File: src/rtl/gen_gr_sb.sv
// General-register file with an integrated RAW scoreboard (busy bit per register).
// Optional write-through forwarding on the read ports when GR_BYPASS_EN is defined.
module gen_gr_sb #(
  parameter int unsigned XLEN = 32,
  parameter int unsigned NREG = 32,
  parameter int unsigned AW   = 5,
  parameter int unsigned NRP  = 2
) (
  input  logic                m_clock,
  input  logic                p_reset,
  input  logic [NRP-1:0]      rs,
  input  logic [NRP*AW-1:0]   rs_n,
  output logic [NRP*XLEN-1:0] s_rd,
  output logic [NRP-1:0]      s_busy,
  input  logic                rsv,
  input  logic [AW-1:0]       rsv_n,
  input  logic                rd,
  input  logic [AW-1:0]       rd_n,
  input  logic [XLEN-1:0]     wd,
  input  logic                flush,
  output logic [NREG-1:0]     busy_vec,
  output logic [AW:0]         pend_cnt
);

  logic [XLEN-1:0] gr_q [NREG];
  logic [NREG-1:0] busy_q, busy_d;
  logic [AW:0]     pend_q, pend_d;

  // Per-register priority: flush > reserve > writeback; r0 never busy.
  always_comb begin
    busy_d = busy_q;
    for (int unsigned k = 1; k < NREG; k++) begin
      if (flush)
        busy_d[k] = 1'b0;
      else if (rsv && (rsv_n == AW'(k)))
        busy_d[k] = 1'b1;
      else if (rd && (rd_n == AW'(k)))
        busy_d[k] = 1'b0;
    end
    busy_d[0] = 1'b0;
  end

  always_comb begin
    pend_d = '0;
    for (int unsigned k = 0; k < NREG; k++)
      pend_d = pend_d + {{AW{1'b0}}, busy_d[k]};
  end

  always_ff @(posedge m_clock or negedge p_reset) begin
    if (!p_reset) begin
      for (int unsigned k = 0; k < NREG; k++)
        gr_q[k] <= '0;
      busy_q <= '0;
      pend_q <= '0;
    end else begin
      if (rd && (rd_n != '0))
        gr_q[rd_n] <= wd;
      busy_q <= busy_d;
      pend_q <= pend_d;
    end
  end

  always_comb begin
    s_rd   = '0;
    s_busy = '0;
    for (int unsigned i = 0; i < NRP; i++) begin
      if (p_reset && rs[i] && (rs_n[i*AW +: AW] != '0)) begin
        s_rd[i*XLEN +: XLEN] = gr_q[rs_n[i*AW +: AW]];
        s_busy[i]            = busy_q[rs_n[i*AW +: AW]];
`ifdef GR_BYPASS_EN
        if (rd && (rd_n == rs_n[i*AW +: AW])) begin
          s_rd[i*XLEN +: XLEN] = wd;
          s_busy[i]            = rsv && (rsv_n == rd_n);
        end
`endif
      end
    end
  end

  assign busy_vec = busy_q;
  assign pend_cnt = pend_q;

endmodule
File: config.mk
export PLATFORM = sky130hd
export DESIGN_NAME = gen_gr_sb
export DESIGN_NICKNAME = d
export VERILOG_FILES = /design/src/rtl/gen_gr_sb.sv
export SDC_FILE = /design/constraint.sdc
export NUM_CORES = 2
export LEC_CHECK = 0
export CELL_PAD_IN_SITES_DETAIL_PLACEMENT = 0
export CELL_PAD_IN_SITES_GLOBAL_PLACEMENT = 2
export CORE_ASPECT_RATIO = 1.1
export CORE_MARGIN = 2
export CORE_UTILIZATION = 45
export DETAILED_ROUTE_END_ITERATION = 16
export DONT_BUFFER_PORTS = 1
export GPL_TIMING_DRIVEN = 0
export HOLD_SLACK_MARGIN = 0.1
export PLACE_DENSITY_LB_ADDON = 0.1
export SYNTH_ARGS = -nofsm -noshare
export SYNTH_HDL_FRONTEND = slang
export SYNTH_SLANG_ARGS = --single-unit
File: constraint.sdc
create_clock -name m_clock -period 5.4 [get_ports m_clock]
set_input_delay 1.62 -clock m_clock [delete_from_list [all_inputs] [get_ports m_clock]]
set_output_delay 1.62 -clock m_clock [all_outputs]
set_load 0.01 [all_outputs]
==> results_dict.tcl <==
set metrics [dict create \
    worstMarginPinSlew_ns 1.43 \
    htree_levels 3 \
    max_freq_ghz 0.162 \
    dr.pass1.iters 8 \
    r2r_cells 18 \
    cp-startpoint "rd_n[0]" \
    cts_tree "done" \
    synth.top_cells.by_area "dfrtp_1 45%, mux2_2 22%, mux4_2 11%" \
    violations "setup timing" \
    drtIter0Drc 4417 \
    wl_per_cell_um 40.1 \
    dp_hpwl_um 182000 \
    cts-root-buf "clkbuf_16" \
    cp-end-kind "flip-flop" \
    start_util 0.454 \
    core_mm2 0.129 \
    required_ns 6.03 \
    io_pins 163 \
    fin_worst_skew_ns 0.0116 \
    min_path_type "flip-flop to flip-flop" \
    power_density_mw_per_mm2 366 \
    postPlaceCellArea_mm2 0.0607 \
    worstPathArrival_ns 6.81 \
    maxSlewHeadroom 0.0450 \
    yosys.cell_types.count 44 \
    row_count 138 \
    crit_path_end "pend_cnt[4]" \
    post-route-worst-setup-slack_ns -0.782 \
    post_synth.cell_area_avg_um2 13.4 \
    hold-path-cell-count 1 \
    outcome "finished, violations left" \
    rr_startpoint "busy_vec[4]" \
    reg2reg_slack_ns 0.09 \
    final_hold_viol_count 0 \
    num-nets-final 4625 \
    synth-compound-area-share 0.0525 \
    vias 41840 \
    ys_seq_elements 1061 \
    drv_slew 0 \
    synthMuxAreaShare 0.410 \
    crit_fanout 8 \
    clockBufferDepth 3 \
    setup_viol 34 \
    yosysWarningCount 0 \
    finalCriticalPeriod_ns 6.18 \
    worstSetupPathType "primary input to flip-flop" \
    areaGrowthSynthToFinish_pct 15.1 \
    yosysTopAreaCell "dfrtp_1" \
    ant_nets 0 \
    die-area_mm2 0.133 \
    path_clk_slew_ns 0.06 \
    synth_area_mm2 0.0584 \
    cts_sinks 1061 \
    io_buffers 0 \
    r2r_end "pend_cnt[4]" \
    antenna_found_initial 8 \
    synthCells 4364 \
    vias_per_cell 6.62 \
    fin_crit_sh 1.14 \
    layout-drive-gt1-share 0.454 \
    synth_top_family_by_area "multiplexers" \
    cts_buffers 119 \
    track_usage 0.378 \
    cts_hold_buf 0 \
    synthSimpleGateAreaFrac 0.0320 \
    fin_setup_tns_ns -5.45 \
    routed_wl_um 253000 \
    seq_area_frac_synth 0.455 \
    synth_nets 4453 \
    power_uw 24600 \
    gp_congestion 0.974 \
    p_leak_uw 0.0296 \
    grt_max_degree 1069 \
    final_core_util 0.522 \
    final_area_mm2 0.0672 \
    synth_xor_area_frac 0.000300 \
    num-fill-cells 11205 \
    grt_pass1_vias 41676 \
    start_kind "primary input" \
    synth-adder-area-share 0.00939 \
    ir_drop_uv 282 \
    grt-ovfl-total 0 \
    drc_errors 0 \
    rsz0062_at_grt "yes" \
    synth_top_area_frac 0.455 \
    die_h_um 382 \
    grt_pass1_wl_um 345000 \
    die_width_um 347 \
    clock_latency_ns 0.75 \
    maxCapViolations 0 \
]
## layout by cell type, fill, tap and decap left out, drive strengths merged, types with 6 or more instances in the layout
cell | netlist | final
a21o | 17 | 17
a21oi | 101 | 101
a22oi | 177 | 177
a31oi | 62 | 62
a32oi | 66 | 66
buf | 269 | 298
bufinv | 0 | 14
clkbuf | 199 | 386
clkdlybuf4s15 | 0 | 14
clkinv | 0 | 21
dfrtp | 1061 | 1061
fa | 23 | 23
ha | 7 | 7
inv | 28 | 30
mux2 | 1130 | 1130
mux2i | 496 | 496
mux4 | 278 | 278
nand2 | 260 | 260
nand3 | 69 | 69
nand3b | 7 | 7
nand4 | 8 | 8
nor2 | 36 | 36
nor2b | 16 | 16
nor3b | 6 | 6
o21ai | 17 | 17
## what timing repair did
| action | in CTS | in global routing |
|---|---|---|
| cloned | 0 | 7 |
| setup buffers | 38 | 9 |
| gates resized for setup | 332 | 81 |
| setup endpoints to repair | 72 | 72 |
| pin swaps | 47 | 36 |
## report_power, final
group	internal, µW	switching, µW	total (µW)
Combinational	2680	2560	5240
Clock	5270	3570	8830
Sequential	9420	1110	10500
## cell type report
class / count / area [µm²] / area share
well taps: 1680 / 2100 / 0.0313
diodes: 3 / 7.51 / 0.000112
plain buffers: 459 / 2770 / 0.0412
repair buffers: 60 / 757 / 0.0113
clock buffers: 180 / 3630 / 0.0541
inverters: 28 / 105 / 0.00156
clock inverters: 39 / 569 / 0.00848
flip-flops and latches: 1061 / 26600 / 0.395
multi-input cells: 2807 / 30700 / 0.457
## synthesized netlist by cell type
cell / instances
mux2i_1: 496
a211o_1: 4
nand3_1: 69
conb_1: 1
inv_1: 28
and2_1: 3
a21boi_0: 1
nand2b_1: 3
and2_0: 1
nor2_2: 4
nor3b_1: 3
a21o_1: 17
nand4_1: 8
mux2_2: 1122
dfrtp_1: 1061
nor2b_2: 1
and3b_1: 2
or3b_1: 1
nor2b_1: 15
xnor2_1: 1
nor2_1: 32
a32oi_1: 66
buf_6: 11
buf_2: 167
nand2_1: 260
buf_1: 40
o21ai_0: 17
fa_1: 23
mux4_2: 278
xor2_1: 1
buf_4: 49
ha_1: 7
o21a_1: 1
nor4_1: 2
and3_1: 5
a21oi_1: 101
a31oi_1: 62
nor3b_2: 3
buf_8: 2
nand3b_1: 7
nor3_1: 5
clkbuf_1: 199
mux2_1: 8
a22oi_1: 177
## metal layers
layer  vias to the layer above  GRT usage  routed length [µm]
li1                      16695          -                   -
met1                     22481      0.505              103000
met2                      2050      0.567              112000
met3                       612     0.0969               23300
met4                         2      0.199               14900
met5                         -          0                  13
## worst min path at each step
stage	startpoint	endpoint	slack, ns
final	gr_q[1015]	gr_q[1015]	0.48
after global routing	gr_q[1010]	gr_q[1010]	0.50
after CTS	gr_q[1020]	gr_q[1020]	0.48
after detailed placement	gr_q[1020]	gr_q[1020]	0.47
after global placement	gr_q[1016]	gr_q[1016]	0.46
after floorplan	gr_q[1013]	gr_q[1013]	0.45
## metrics by stage
stage	worst slack (ns)	cells	hold WS, ns
after floorplan	-1.04	4364	0.445
after global placement	-1.94	6044	0.461
after detailed placement	-1.92	6045	0.468
after CTS	-0.717	6297	0.480
after global routing	-0.855	6314	0.505
final	-0.782	6317	0.480
## registers in the layout, summed over array words and instances, names as in the netlist
register	cells
gr_q	1024
busy_vec	31
pend_cnt	6
## critical path, cell delays in order
cell and delay (ns):
and3b_2 0.25, buf_12 0.14, buf_8 0.11, nand2_8 0.07, a22oi_2 0.13, nor2_2 0.07
fa_1 0.58, inv_2 0.06, fa_1 0.48, fa_1 0.57, fa_1 0.45, fa_2 0.62
inv_2 0.06, fa_2 0.52, inv_2 0.04, fa_2 0.44, inv_2 0.09, fa_2 0.19
nand2_1 0.06, nand2_1 0.08, a21oi_2 0.06, xnor2_1 0.11
## cells by family after synthesis
logic type	Yosys count
muxes	1904
DFF	1061
buffers and inverters	496
AOI/OAI and AO/OA	446
and+or+nand+nor	424
adders and majority gates	30
xor gates and xnor gates	2
other	1
Power figures use the tool's default switching activity.
